--- config.mk ---
export PLATFORM = sky130hd
export DESIGN_NAME = mem_access_unit
export DESIGN_NICKNAME = d
export VERILOG_FILES = /design/src/rtl/mips_pkg.sv /design/src/rtl/mem_lane_align.sv /design/src/rtl/mem_access_unit.sv
export SDC_FILE = /design/constraint.sdc
export NUM_CORES = 1
export LEC_CHECK = 0
export ABC_AREA = 1
export ABC_CLOCK_PERIOD_IN_PS = 3800
export BUFFER_PORTS_ARGS = -buffer_cell sky130_fd_sc_hd__buf_4
export CAP_MARGIN = 30
export CORE_ASPECT_RATIO = 1.4
export CORE_UTILIZATION = 50
export CTS_BUF_LIST = sky130_fd_sc_hd__clkbuf_2 sky130_fd_sc_hd__clkbuf_4 sky130_fd_sc_hd__clkbuf_8
export DETAILED_ROUTE_END_ITERATION = 6
export GPL_ROUTABILITY_DRIVEN = 1
export HOLD_SLACK_MARGIN = 0.05
export PLACE_DENSITY = 0.82
export SLEW_MARGIN = 20
export SYNTH_ARGS = -nofsm -noshare
export SYNTH_HDL_FRONTEND = slang
export SYNTH_SLANG_ARGS = --single-unit
--- constraint.sdc ---
create_clock -name clk -period 3.8 [get_ports clk]
set_input_delay 0.38 -clock clk [delete_from_list [all_inputs] [get_ports clk]]
set_output_delay 0.38 -clock clk [all_outputs]
set_load 0.02 [all_outputs]
--- src/rtl/mips_pkg.sv ---
// Shared types for the memory-access stage: access-size encodings, FSM states
// and the registered MEM/WB bundle.
package mips_pkg;

   localparam int DW = 32;

   localparam logic [1:0] SZ_BYTE = 2'b00;
   localparam logic [1:0] SZ_HALF = 2'b01;
   localparam logic [1:0] SZ_WORD = 2'b10;

   typedef enum logic {
      ST_IDLE = 1'b0,
      ST_BUSY = 1'b1
   } mau_state_e;

   typedef struct packed {
      logic          valid;
      logic [DW-1:0] mem_data;
      logic [DW-1:0] alu_data;
      logic          mem2reg;
      logic          regwrite;
   } wb_bundle_t;

endpackage

--- src/rtl/mem_lane_align.sv ---
// Byte-lane steering for sub-word accesses: byte enables, replicated store
// data, extended load data and alignment check.
module mem_lane_align
   import mips_pkg::*;
(
   input  logic [1:0]    i_size,
   input  logic [1:0]    i_lane,
   input  logic          i_unsigned,
   input  logic [DW-1:0] i_wdata,
   input  logic [DW-1:0] i_rdata,
   output logic [3:0]    o_be,
   output logic [DW-1:0] o_wdata,
   output logic [DW-1:0] o_ldata,
   output logic          o_misalign
);

   logic [7:0]  byte_sel;
   logic [15:0] half_sel;

   assign byte_sel = i_rdata[{i_lane, 3'b000} +: 8];
   assign half_sel = i_rdata[{i_lane[1], 4'b0000} +: 16];

   always_comb begin
      o_be       = 4'b1111;
      o_wdata    = i_wdata;
      o_ldata    = i_rdata;
      o_misalign = |i_lane;
      case (i_size)
         SZ_BYTE: begin
            o_be       = 4'b0001 << i_lane;
            o_wdata    = {4{i_wdata[7:0]}};
            o_ldata    = i_unsigned ? {24'h0, byte_sel} : {{24{byte_sel[7]}}, byte_sel};
            o_misalign = 1'b0;
         end
         SZ_HALF: begin
            o_be       = i_lane[1] ? 4'b1100 : 4'b0011;
            o_wdata    = {2{i_wdata[15:0]}};
            o_ldata    = i_unsigned ? {16'h0, half_sel} : {{16{half_sel[15]}}, half_sel};
            o_misalign = i_lane[0];
         end
         default: ;
      endcase
   end

endmodule

--- src/rtl/mem_access_unit.sv ---
// Registered memory-access stage between EX/MEM and WB with a req/ack data
// bus, stall, timeout, misalignment trap and beq/bne resolution.
//
// state   | meaning
// --------+-------------------------------------------------------------
// ST_IDLE | no access in flight; non-mem ops pass straight to WB
// ST_BUSY | request on the bus from latched values, waiting for ack
module mem_access_unit
   import mips_pkg::*;
#(
   parameter int ADDR_W     = 32,
   parameter int REG_ADDR_W = 5,
   parameter int MAX_WAIT   = 15
) (
   input  logic                  clk,
   input  logic                  nrst,
   input  logic                  i_valid,
   input  logic                  i_MemRead,
   input  logic                  i_MemWrite,
   input  logic [1:0]            i_Size,
   input  logic                  i_Unsigned,
   input  logic                  i_Branch,
   input  logic                  i_BranchNe,
   input  logic                  i_Zero,
   input  logic [ADDR_W-1:0]     i_PCBranch,
   input  logic [DW-1:0]         i_ALUOut,
   input  logic [DW-1:0]         i_RTData,
   input  logic                  i_Mem2Reg,
   input  logic                  i_RegWrite,
   input  logic [REG_ADDR_W-1:0] i_RegAddrW,
   output logic                  o_stall,
   output logic                  o_PCSrc,
   output logic [ADDR_W-1:0]     o_PCBranch,
   output logic                  o_req,
   output logic                  o_we,
   output logic [ADDR_W-1:0]     o_addr,
   output logic [DW-1:0]         o_wdata,
   output logic [3:0]            o_be,
   input  logic                  i_ack,
   input  logic [DW-1:0]         i_rdata,
   output logic                  o_wb_valid,
   output logic [DW-1:0]         o_WB_MemData,
   output logic [DW-1:0]         o_WB_ALUData,
   output logic                  o_WB_Mem2Reg,
   output logic                  o_WB_RegWrite,
   output logic [REG_ADDR_W-1:0] o_WB_RegAddrW,
   output logic                  o_misalign,
   output logic                  o_timeout
);

   mau_state_e            state_q, state_d;
   logic [7:0]            cnt_q, cnt_d;
   logic                  req_q, req_d, we_q, we_d;
   logic [ADDR_W-1:0]     addr_q, addr_d;
   logic [DW-1:0]         wdata_q, wdata_d;
   logic [3:0]            be_q, be_d;
   logic [1:0]            size_q, size_d, lane_q, lane_d;
   logic                  uns_q, uns_d;
   logic [DW-1:0]         alu_q, alu_d;
   logic                  m2r_q, m2r_d, rw_q, rw_d;
   logic [REG_ADDR_W-1:0] rad_q, rad_d;
   wb_bundle_t            wb_q, wb_d;
   logic [REG_ADDR_W-1:0] wb_rad_q, wb_rad_d;
   logic                  misalign_q, misalign_d, timeout_q, timeout_d;

   logic                  busy, mem_op;
   logic [1:0]            la_size, la_lane;
   logic                  la_uns, la_misalign;
   logic [3:0]            la_be;
   logic [DW-1:0]         la_wdata, la_ldata;

   assign busy   = (state_q == ST_BUSY);
   assign mem_op = i_valid & (i_MemRead | i_MemWrite);

   // One aligner serves both phases: live inputs at accept, latched ones on ack.
   assign la_size = busy ? size_q : i_Size;
   assign la_lane = busy ? lane_q : i_ALUOut[1:0];
   assign la_uns  = busy ? uns_q  : i_Unsigned;

   mem_lane_align u_align (
      .i_size     (la_size),
      .i_lane     (la_lane),
      .i_unsigned (la_uns),
      .i_wdata    (i_RTData),
      .i_rdata    (i_rdata),
      .o_be       (la_be),
      .o_wdata    (la_wdata),
      .o_ldata    (la_ldata),
      .o_misalign (la_misalign)
   );

   always_comb begin
      state_d    = state_q;
      cnt_d      = cnt_q;
      req_d      = req_q;
      we_d       = we_q;
      addr_d     = addr_q;
      wdata_d    = wdata_q;
      be_d       = be_q;
      size_d     = size_q;
      lane_d     = lane_q;
      uns_d      = uns_q;
      alu_d      = alu_q;
      m2r_d      = m2r_q;
      rw_d       = rw_q;
      rad_d      = rad_q;
      wb_d       = wb_q;
      wb_d.valid = 1'b0;
      wb_rad_d   = wb_rad_q;
      misalign_d = 1'b0;
      timeout_d  = 1'b0;
      o_stall    = 1'b0;

      if (!busy) begin
         if (mem_op) begin
            if (la_misalign) begin
               misalign_d = 1'b1;
            end else begin
               o_stall = 1'b1;
               state_d = ST_BUSY;
               cnt_d   = 8'd1;
               req_d   = 1'b1;
               we_d    = i_MemWrite;
               addr_d  = ADDR_W'(i_ALUOut) & ~ADDR_W'(3);
               wdata_d = la_wdata;
               be_d    = la_be;
               size_d  = i_Size;
               lane_d  = i_ALUOut[1:0];
               uns_d   = i_Unsigned;
               alu_d   = i_ALUOut;
               m2r_d   = i_Mem2Reg;
               rw_d    = i_RegWrite;
               rad_d   = i_RegAddrW;
            end
         end else begin
            wb_d.valid    = i_valid;
            wb_d.mem_data = '0;
            wb_d.alu_data = i_ALUOut;
            wb_d.mem2reg  = i_Mem2Reg;
            wb_d.regwrite = i_RegWrite;
            wb_rad_d      = i_RegAddrW;
         end
      end else begin
         o_stall = ~i_ack;
         // Ack wins over timeout when both land in the same cycle.
         if (i_ack) begin
            wb_d.valid    = 1'b1;
            wb_d.mem_data = la_ldata;
            wb_d.alu_data = alu_q;
            wb_d.mem2reg  = m2r_q;
            wb_d.regwrite = rw_q;
            wb_rad_d      = rad_q;
            state_d       = ST_IDLE;
            cnt_d         = 8'd0;
            req_d         = 1'b0;
            we_d          = 1'b0;
         end else if (cnt_q == 8'(MAX_WAIT)) begin
            timeout_d = 1'b1;
            state_d   = ST_IDLE;
            cnt_d     = 8'd0;
            req_d     = 1'b0;
            we_d      = 1'b0;
         end else begin
            cnt_d = cnt_q + 8'd1;
         end
      end
   end

   always_ff @(posedge clk or negedge nrst) begin
      if (!nrst) begin
         state_q    <= ST_IDLE;
         cnt_q      <= '0;
         req_q      <= 1'b0;
         we_q       <= 1'b0;
         addr_q     <= '0;
         wdata_q    <= '0;
         be_q       <= '0;
         size_q     <= '0;
         lane_q     <= '0;
         uns_q      <= 1'b0;
         alu_q      <= '0;
         m2r_q      <= 1'b0;
         rw_q       <= 1'b0;
         rad_q      <= '0;
         wb_q       <= '0;
         wb_rad_q   <= '0;
         misalign_q <= 1'b0;
         timeout_q  <= 1'b0;
      end else begin
         state_q    <= state_d;
         cnt_q      <= cnt_d;
         req_q      <= req_d;
         we_q       <= we_d;
         addr_q     <= addr_d;
         wdata_q    <= wdata_d;
         be_q       <= be_d;
         size_q     <= size_d;
         lane_q     <= lane_d;
         uns_q      <= uns_d;
         alu_q      <= alu_d;
         m2r_q      <= m2r_d;
         rw_q       <= rw_d;
         rad_q      <= rad_d;
         wb_q       <= wb_d;
         wb_rad_q   <= wb_rad_d;
         misalign_q <= misalign_d;
         timeout_q  <= timeout_d;
      end
   end

   assign o_PCSrc       = i_valid & i_Branch & (i_Zero ^ i_BranchNe);
   assign o_PCBranch    = i_PCBranch;
   assign o_req         = req_q;
   assign o_we          = we_q;
   assign o_addr        = addr_q;
   assign o_wdata       = wdata_q;
   assign o_be          = be_q;
   assign o_wb_valid    = wb_q.valid;
   assign o_WB_MemData  = wb_q.mem_data;
   assign o_WB_ALUData  = wb_q.alu_data;
   assign o_WB_Mem2Reg  = wb_q.mem2reg;
   assign o_WB_RegWrite = wb_q.regwrite;
   assign o_WB_RegAddrW = wb_rad_q;
   assign o_misalign    = misalign_q;
   assign o_timeout     = timeout_q;

endmodule
Yosys cells after proc, flatten, opt, wreduce, memory -nomap -nowiden
Cells that the tools add are included.
- bits in registers: 195
- input bits: 147
- output and inout bits: 178
- logic and storage cells: 88
- add/subtract/negate cells: 1
- equality and inequality tests: 6
- shift-type cells: 3
- mux-type cells: 41
- bitwise operators: 8
- reductions and logical operators: 7
- operators by type and width (operator ; count):
    2-to-1 mux 67 bit ; 3
    one-hot mux 32 bit (2 select lines) ; 2
    2-to-1 mux 32 bit ; 2
    2-to-1 mux 8 bit ; 5
    variable part select 32 x 6 -> 16 bit ; 1
    variable part select 32 x 6 -> 8 bit ; 1
    2-to-1 mux 1 bit ; 21
    2-to-1 mux 5 bit ; 3
    adder 8 x 1 -> 8 bit (second input constant) ; 1
    == test 8 x 4 -> 1 bit (second input constant) ; 1
    one-hot mux 4 bit (2 select lines) ; 1
    != test 2 bit (second input constant) ; 3
    AND reduction 3 bit ; 2
    2-to-1 mux 2 bit ; 2
    2-to-1 mux 4 bit ; 1
    AND reduction 2 bit ; 2
    << shifter 1 x 2 -> 4 bit (first input constant) ; 1
    AND 1 bit ; 3
    != test 3 x 2 -> 1 bit (second input constant) ; 1
    NOT 1 bit ; 3
    == test 2 x 1 -> 1 bit (second input constant) ; 1
    zero test 2 bit ; 1
    one-hot mux 1 bit (2 select lines) ; 1
    nonzero test 2 bit ; 1
    other kinds (3) ; 3

Longest topological paths before layout
Gate-level depths: netlist (run 1).
- word-level depth: 6
- mapped depth: 13
- mapped depth without buffers: 12

By module
A second synthesis (run 1) with hierarchy kept.
- cells, all modules: 1099
- area total of the unflattened synthesis: 8353.0 um2
- by module, submodules not included (module ; instances ; cells an instance ; area an instance (um2) ; seq. area each (um2)):
    mem_access_unit ; 1 ; 868 ; 7247.0 ; 4078.9
    mem_lane_align ; 1 ; 231 ; 1106.1 ; 0.0

Least setup slack after synthesis (run 1)
OpenSTA, ideal clock, no wires.
- kind: register to output
- start point: register state_q, in the netlist busy
- end point: output port o_stall
- data arrival time: 1.605 ns
- data required time: 3.420 ns
- path slack: 1.815 ns
- cell stages (with the launch flop): 13
- path buffers: 3
- path through: dfrtp_1 > buf_6 > nand2_1 > inv_2 > nor2_1 > nand2_1 > nand2_1 > nand2_1 > nor2_4 > inv_2 > buf_6 > buf_6 > nand2_1
- word-level cells in the longest chain between the ends: 6
- elaborated cells between the ends (all ways): 9
- those cells by class: 1 x eq/ne; 6 x mux; 2 x reduce/logical
- RTL lines (item ; line ; text):
    from (decl) ; mem_access_unit.sv:51 ; mau_state_e state_q, state_d;
    from (signal assigned) ; mem_access_unit.sv:190 ; state_q <= state_d;
    2-to-1 mux 2 bit (on tied branches) ; mem_access_unit.sv:76, mem_access_unit.sv:77 ;
    == test 2 x 1 -> 1 bit, or another cell as far along ; mem_lane_align.sv:28 ; case (i_size)
    one-hot mux 1 bit (2 select lines) ; mem_lane_align.sv:28 ;
    2-to-1 mux 1 bit ; mem_access_unit.sv:116 ; if (la_misalign) begin
    2-to-1 mux 1 bit ; mem_access_unit.sv:115 ; if (mem_op) begin
    2-to-1 mux 1 bit (*) ; mem_access_unit.sv:114 ; if (!busy) begin
    to (decl) ; mem_access_unit.sv:31 ; output logic o_stall,
Every way passes the cells marked *; elsewhere a longest branch is shown, timed or not.

Worst setup path in the final report (run 1)
Same ends and word-level chain as after synthesis.

==> results.tsv, run 1 <==
metric	value	unit
Main synth FF type	dfrtp_1	
Setup CP Type	reg -> out	
DRT iter0 DRCs	524	
sequential area share after synthesis	0.498	
Yosys top cell area share	0.498	
core area	16100	um^2
vias in the first global route	7418	
Hold WC Path Type	in -> reg	
TritonCTS buffer count	17	
largest net degree at the start of global routing	82	
Skew-Pair Late Insertion Delay	0.46	ns
Worst R2R End	o_wdata[7]	
main area contributors after synthesis	dfrtp_1 50%, nand2_1 17%, buf_4 6.3%	
first-pass GRT wire length	36.1	mm
list of most frequent post-synthesis cells	369 x nand2_1, 163 x dfrtp_1, 85 x inv_1, 69 x buf_4, 68 x nor2_1	
Netlist Area Pre-Place	8190	um^2
post-synthesis cell type count	32	
Cells after Synth	1046	
Design Area, Final	10100	um^2
status	finished clean	
Worst Path Arrival	2.88	ns
FMAX	307	MHz
Die ar.	16900	um^2
Post-synth EDFFs	0	
area grow syn2layout	23.3	%
initial antenna violation count	1	
Routed WL	22.8	mm
grt total ovfl	0	
post-synthesis async set-or-reset flop share	1.00	
Final Slew Violations	0	
Critical Path Sink	o_stall	
max cap viols	0	
placed cell areas	9720	um^2
Post-Route Setup TNS	0	ns
clock root buffer	clkbuf_8	
Power Density	861	nW/um^2
starting density of the core	0.509	
Worst Setup Start Kind	flop	
Yosys reg bits	163	
flop2flop setup slack	1.01	ns
worst IR drop on VDD	453	uV
H-Tree Level Count	4	
Post-CTS Resized	0	
Leak Pwr	5.51	nW
worst r2r src	busy	
final hold slack	0.126	ns
layout cells sized above 1	0.262	
total clock sinks	163	
height of the die	153	um
CP Launch Point	busy	
min cycle time layout	3.26	ns
headroom to the max-slew limit	0.589	
Routed WL per cell	15.9	um
Worst Skew	0.0156	ns
first-pass iteration count of the detailed router	5	
via count	7566	
IO buf count	258	
fin nets	1370	
IO Pins	325	
Fin. Hold Viols	0	
critical path data required time	3.42	ns
top-count cell post-synth	nand2_1	
CTS tree	built	
Tot GR Track Use	0.278	
Least-Margin Pin Slew	0.616	ns
Post-Syn Area per Cell	7.83	um^2
final estimated routing congestion in global placement	0.958	
Setup Buffers After CTS	0	
Die W	110	um
FF-to-FF path depth	10	
# rows	55	
vias per inst	5.27	
Warnings, synthesis	0	
Synth area leader	dfrtp_1	
Final HPWL DP	16.3	mm
CP max FO	36	
Final WS setup	0.538	ns
drt drc	0	
Setup-failing EPs final	0	
Power Total	0.00870	W
unrepaired setup endpoints after global routing	false	
Setup WS pre-CTS	1.01	ns
Crit. End Element	output port	
Post-DRT Antenna Nets	0	
Final Cycle Share	0.858	
clock slew seen by the registers of the worst setup and hold paths	0.09	ns
Bufs on Longest Clock Path	2	
==> cell type report <==
cell class                 instances  area (um^2)
fill                            1413         6000
antenna                            1         2.50
sequential                       163         4080
timing repair buffer             272         2060
inverter                          89          335
multi-input combinational        679         3000
tap                              199          249
clock inverter                    14          130
clock buffer                      18          241
==> worst min path at each step <==
stage / start / endpoint / slack (ns) / cells past startpoint
final: i_ALUOut[10] / alu_q[10] / 0.13 / 3
after global routing: i_ALUOut[26] / alu_q[26] / 0.12 / 3
after CTS: i_ALUOut[10] / alu_q[10] / 0.11 / 3
after detailed placement: nrst / o_wdata[1] / 0.41 / 1
after global placement: nrst / o_wdata[1] / 0.41 / 1
after floorplan: nrst / alu_q[10] / 0.08 / 0
==> report_power, final <==
group / total [W] / switching [W] / internal (W) / leakage, nW
Sequential: 0.00302 / 0.000514 / 0.00251 / 2.04
Combinational: 0.00447 / 0.00281 / 0.00165 / 3.29
Clock: 0.00122 / 0.000681 / 0.000534 / 0.182
Total: 0.00870 / 0.00401 / 0.00469 / 5.51
==> sequential cells by signal (all words and copies together) (netlist names), 2 cells and up <==
signal         count
cnt_q              8
o_wdata           32
size_q             2
alu_q             31
o_WB_MemData      32
o_WB_RegAddrW      5
rad_q              5
o_be               4
o_WB_ALUData      32
==> metrics by stage <==
step,util,cells
2_1_floorplan,-,1047
4_1_cts,0.627,1434
6_report,0.627,1435
3_3_place_gp,0.603,1401
3_5_place_dp,0.603,1401
5_1_grt,0.627,1435
==> metal layers <==
metal  global-route usage  part of all wire  wire length (um)
met5                    0                 0                 0
met1                0.332              0.39              8850
met2                0.454              0.49             11200
met3               0.0635             0.074              1680
met4                0.160             0.048              1100
==> logic make-up after synthesis <==
kind of cell | Yosys count | synth area share
and+or+nand+nor | 479 | 0.232
buffers and inverters | 205 | 0.136
AOI/OAI and AO/OA | 194 | 0.128
DFF | 163 | 0.498
xor gates and xnor gates | 3 | 0.00321
adders and majority gates | 1 | 0.00153
other | 1 | 0.000458
==> repair_timing <==
action,in CTS,in global routing
setup endpoints to repair,0,0
hold buffers,1,0
hold endpoints to repair,62,0
==> cells in the final DEF (no fill, tap or decap), types with 5 or more instances in the layout <==
cell / count
a31oi_1: 5
nand4_1: 5
clkbuf_8: 17
o211ai_1: 7
o21ai_1: 22
inv_1: 85
nand2_2: 8
nor2_1: 68
nand3_1: 24
a21oi_1: 60
dfrtp_1: 163
buf_4: 269
nand2_1: 368
o22ai_1: 26
o21ai_0: 67
==> worst max-delay path, cell delays in order, from the launching register on <==
cell and delay (ns):
dfrtp_1 0.53, inv_2 0.21, nand2_2 0.16, nand2_2 0.30, nand2_1 0.20, nand2_1 0.12, nor2_4 0.11, clkinv_2 0.40
nand2_1 0.22, buf_4 0.16
Power figures use the tool's default switching activity.
==> run 2, diff against run 1 <==
==> constraint.sdc (replaced) <==
create_clock -name clk -period 3.8 [get_ports clk]
set_input_delay 0.38 -clock clk [delete_from_list [all_inputs] [get_ports clk]]
set_output_delay 0.38 -clock clk [all_outputs]
set_load 0.005 [all_outputs]
==> results.tsv, run 2 (synthesis gave the netlist of run 1 again) <==
metric	value	unit	change
total clock sinks	163		unchanged
Cell Chain, Critical Path	inv_2, nand2_2, nand2_2, nand2_1, nand2_1, nor2_4, clkinv_2, nand2_1, buf_4		unchanged
fin nets	1371		was 1370
slowest library cell on the worst path	dfrtp_1		unchanged
FF-to-FF path depth	10		unchanged
Die ar.	16900	um^2	unchanged
IO buf count	258		unchanged
clock slew seen by the registers of the worst setup and hold paths	0.10	ns	was 0.09 ns
first-pass GRT wire length	35.9	mm	was 36.1 mm
Final HPWL DP	16.3	mm	about the same
hold wc startpoint	i_ALUOut[10]		unchanged
CP max FO	42		was 36
IO Pins	325		unchanged
Hold EP	alu_q[10]		unchanged
Routed WL per cell	16.0	um	was 15.9 um
Least-Margin Pin Slew	0.632	ns	was 0.616 ns
vias in the first global route	7151		was 7418
# rows	55		unchanged
core area	16100	um^2	unchanged
most frequent cells in the layout	368 x nand2_1, 271 x buf_4, 163 x dfrtp_1		was 368 x nand2_1, 269 x buf_4, 163 x dfrtp_1
area grow syn2layout	23.8	%	was 23.3%
H-Tree Level Count	4		unchanged
status	finished clean		unchanged
Worst Skew	0.0152	ns	was 0.0156 ns
Bufs on Longest Clock Path	2		unchanged
Cells after DPL	1402		was 1401
height of the die	153	um	unchanged
Post-DRT Antenna Nets	0		unchanged
first-pass iteration count of the detailed router	5		unchanged
CTS tree	built		unchanged
Skew-Pair Late Insertion Delay	0.47	ns	was 0.46 ns
drt drc	0		unchanged
Post-Layout Cell Count	1436		was 1435
Worst R2R End	alu_q[1]		was o_wdata[7]
final hold slack	0.121	ns	was 0.126 ns
vias per inst	5.21		was 5.27
layout cells sized above 1	0.262		about the same
Post-CTS Resized	0		unchanged
final estimated routing congestion in global placement	0.971		was 0.958
Setup WS pre-CTS	0.896	ns	was 1.01 ns
grt total ovfl	0		unchanged
worst r2r src	busy		unchanged
initial antenna violation count	1		unchanged
Crit path top cell by count	nand2_1		unchanged
DRT iter0 DRCs	458		was 524
Final Slew Violations	0		unchanged
Fin. Hold Viols	0		unchanged
FMAX	304	MHz	was 307 MHz
clock root buffer	clkbuf_8		unchanged
Routed WL	22.9	mm	was 22.8 mm
Worst Setup Start Kind	flop		unchanged
min cycle time layout	3.29	ns	was 3.26 ns
via count	7476		was 7566
starting density of the core	0.509		unchanged
Leak Pwr	5.54	nW	was 5.51 nW
Power Density	786	nW/um^2	was 861 nW/um^2
Worst Path Arrival	2.91	ns	was 2.88 ns
Final Cycle Share	0.865		was 0.858
max cap viols	0		unchanged
Setup-failing EPs final	0		unchanged
Tot GR Track Use	0.279		was 0.278
flop2flop setup slack	0.90	ns	was 1.01 ns
Final WS setup	0.511	ns	was 0.538 ns
TritonCTS buffer count	17		unchanged
Setup CP Type	reg -> out		unchanged
critical path data required time	3.42	ns	about the same
Crit. End Element	output port		unchanged
Post-Route Setup TNS	0	ns	unchanged
worst IR drop on VDD	428	uV	was 453 uV
Hold WC Path Type	in -> reg		unchanged
Hold Crit Depth	3		unchanged
slowest stage delay, CP	0.55	ns	was 0.53 ns
Die W	110	um	unchanged
Crit path max-delay family	simple AND/OR/NAND/NOR gates		unchanged
WP buf/inv	3		unchanged
Critical Path Stages	9		unchanged
largest net degree at the start of global routing	66		was 82
unrepaired setup endpoints after global routing	false		unchanged
most common cell after layout, fill and taps aside	nand2_1		unchanged
headroom to the max-slew limit	0.579		was 0.589
-- run 2: cell type report --
type | instances | area [um^2]
fillers | 1447 | 5960
flip-flops and latches | 163 | 4080
clock buffers | 18 | 248
multi-input cells | 679 | 3000
repair buffers | 273 | 2060
clock inverters | 14 | 166
inverters | 89 | 335
diodes | 1 | 2.50
well taps | 199 | 249
-- run 2: how the worst max path moves through the flow --
stage	slack, ns	startpoint	to
finish	0.51	busy	o_stall
global route	0.21	busy	o_stall
CTS	0.49	busy	o_stall
detailed placement	0.90	busy	o_wdata[24]
global placement	1.0	busy	alu_q[4]
floorplan	1.91	busy	o_stall
-- run 2: where the power goes --
part	internal (W)	switching, W
combinational	0.00160	0.00200
sequential	0.00251	0.000521
clock	0.000624	0.000714
total	0.00473	0.00323
-- run 2: timing repair --
| item | CTS | global route |
|---|---|---|
| hold endpoints to repair | 62 | 0 |
| hold buffers | 1 | 0 |
| setup buffers | 0 | 0 |
-- run 2: per-stage QoR --
step           cell area (um^2)  power (W)  utilization
2_1_floorplan              8190    0.00515            -
3_3_place_gp               9710    0.00655        0.603
3_5_place_dp               9710    0.00665        0.603
4_1_cts                   10100    0.00800        0.629
5_1_grt                   10100    0.00857        0.630
6_report                  10100    0.00797        0.630
-- run 2: layer usage --
metal / wire length (um) / GRT usage / up-vias / share of wire
met5: 0 / 0 / - / 0
met3: 1820 / 0.0704 / 75 / 0.079
met2: 11200 / 0.447 / 352 / 0.49
met1: 8900 / 0.341 / 3443 / 0.39
li1: - / - / 3606 / -
met4: 969 / 0.146 / 0 / 0.042
-- run 2: worst reg2reg max path: stages (launching register included) --
cell,delay (ns)
dfrtp_1,0.55
inv_2,0.22
nand2_2,0.17
nand2_2,0.29
nand2_1,0.19
nand2_1,0.12
nor2_4,0.11
clkinv_2,0.46
buf_4,0.48
nand2_1,0.11
o21ai_0,0.09
==> run 3, diff against run 2 <==
MAX_ROUTING_LAYER = met4   (was unset)
==> results.tsv, run 3 (synthesis gave the netlist of run 1 again) <==
metric	value	unit	change
Tot GR Track Use	0.284		was 0.279
Setup WS pre-CTS	0.790	ns	was 0.896 ns
core area	16100	um^2	unchanged
first-pass iteration count of the detailed router	5		unchanged
area grow syn2layout	23.4	%	was 23.8%
unrepaired setup endpoints after global routing	false		unchanged
Least-Margin Pin Slew	0.879	ns	was 0.632 ns
FF-to-FF path depth	10		unchanged
FMAX	294	MHz	was 304 MHz
TritonCTS buffer count	17		unchanged
Bufs on Longest Clock Path	2		unchanged
Post-DRT Antenna Nets	0		unchanged
first-pass GRT wire length	35.8	mm	was 35.9 mm
total clock sinks	163		unchanged
Hold WC Path Type	in -> reg		unchanged
Die W	110	um	unchanged
largest net degree at the start of global routing	93		was 66
most frequent cells in the layout	368 x nand2_1, 266 x buf_4, 163 x dfrtp_1		was 368 x nand2_1, 271 x buf_4, 163 x dfrtp_1
Leak Pwr	5.51	nW	was 5.54 nW
Worst Setup Start Kind	flop		unchanged
DRT iter0 DRCs	528		was 458
Inserted Diodes	0		was 1
clock slew seen by the registers of the worst setup and hold paths	0.11	ns	was 0.10 ns
Final HPWL DP	16.5	mm	was 16.3 mm
clock root buffer	clkbuf_8		unchanged
Final WS setup	0.404	ns	was 0.511 ns
Hold Crit Depth	3		unchanged
Crit. End Element	output port		unchanged
final hold slack	0.138	ns	was 0.121 ns
Critical Path Stages	9		unchanged
Post-CTS Resized	0		unchanged
Worst Path Arrival	3.02	ns	was 2.91 ns
Cell Chain, Critical Path	inv_2, nand2_2, nand2_2, nand2_1, nand2_1, nor2_4, clkinv_2, nand2_1, buf_4		unchanged
Routed WL	23.0	mm	was 22.9 mm
max cap viols	0		unchanged
Setup Buffers After CTS	0		unchanged
critical path data required time	3.42	ns	about the same
initial antenna violation count	0		was 1
worst IR drop on VDD	380	uV	was 428 uV
Fin. Hold Viols	0		unchanged
grt total ovfl	0		unchanged
slowest stage delay, CP	0.56	ns	was 0.55 ns
hold_buf cts	1		unchanged
Crit path top cell by count	nand2_1		unchanged
Routed WL per cell	16.1	um	was 16.0 um
headroom to the max-slew limit	0.414		was 0.579
IO buf count	258		unchanged
status	finished clean		unchanged
Power Density	781	nW/um^2	was 786 nW/um^2
via count	7501		was 7476
Design Area, Final	10100	um^2	about the same
CP max FO	53		was 42
slowest library cell on the worst path	clkinv_2		was dfrtp_1
CTS tree	built		unchanged
Post-Route Setup TNS	0	ns	unchanged
H-Tree Level Count	4		unchanged
most common cell after layout, fill and taps aside	nand2_1		unchanged
Skew-Pair Late Insertion Delay	0.45	ns	was 0.47 ns
vias in the first global route	7129		was 7151
Setup-failing EPs final	0		unchanged
vias per inst	5.24		was 5.21
Final Cycle Share	0.894		was 0.865
# rows	55		unchanged
fin nets	1368		was 1371
Power Total	0.00789	W	was 0.00797 W
IO Pins	325		unchanged
Crit path max-delay family	simple AND/OR/NAND/NOR gates		unchanged
placed cell areas	9710	um^2	about the same
Die ar.	16900	um^2	unchanged
Setup CP Type	reg -> out		unchanged
Final Slew Violations	0		unchanged
min cycle time layout	3.40	ns	was 3.29 ns
layout cells sized above 1	0.260		was 0.262
height of the die	153	um	unchanged
drt drc	0		unchanged
starting density of the core	0.509		unchanged
final estimated routing congestion in global placement	0.932		was 0.971
WP buf/inv	3		unchanged
Worst Skew	0.0268	ns	was 0.0152 ns
## run 3: final timing paths
kind,start,endpoint,slack [ns]
setup reg to reg,busy,rad_q[4],0.80
hold reg to reg,o_wdata[8],o_wdata[8],0.48
hold / removal,i_ALUOut[18],alu_q[18],0.14
setup / recovery,busy,o_stall,0.40
min in group asynchronous,nrst,o_wdata[17],0.56
max in group asynchronous,nrst,o_WB_ALUData[20],2.34
## run 3: final cells by class
type | instances | area (um^2)
clock buffers | 19 | 262
clock inverters | 12 | 121
fillers | 1471 | 6000
inverters | 89 | 335
multi-input cells | 679 | 3000
flip-flops and latches | 163 | 4080
well taps | 199 | 249
repair buffers | 270 | 2060
## run 3: power breakdown
part,switching [W],internal (W)
sequential,0.000515,0.00251
clock,0.000685,0.000563
combinational,0.00202,0.00161
## run 3: metal layers
metal	part of all wire	GRT usage	vias to the layer above	wire length, um
li1	-	-	3593	-
met1	0.40	0.342	3545	9100
met2	0.51	0.462	298	11700
met3	0.059	0.0473	65	1370
met4	0.039	0.131	0	909
met5	0	-	-	0
## run 3: stage by stage
stage,util,cells
2_1_floorplan,-,1047
3_3_place_gp,0.603,1399
3_5_place_dp,0.603,1399
4_1_cts,0.628,1431
5_1_grt,0.628,1431
6_report,0.628,1431
## run 3: worst register-to-register path, cell delays in order (launching register included)
cell	delay, ns
dfrtp_1	0.55
inv_2	0.22
nand2_2	0.16
nand2_2	0.29
nand2_1	0.20
nand2_1	0.12
nor2_4	0.11
clkinv_2	0.56
buf_12	0.47
nand2_1	0.11
o21ai_0	0.08
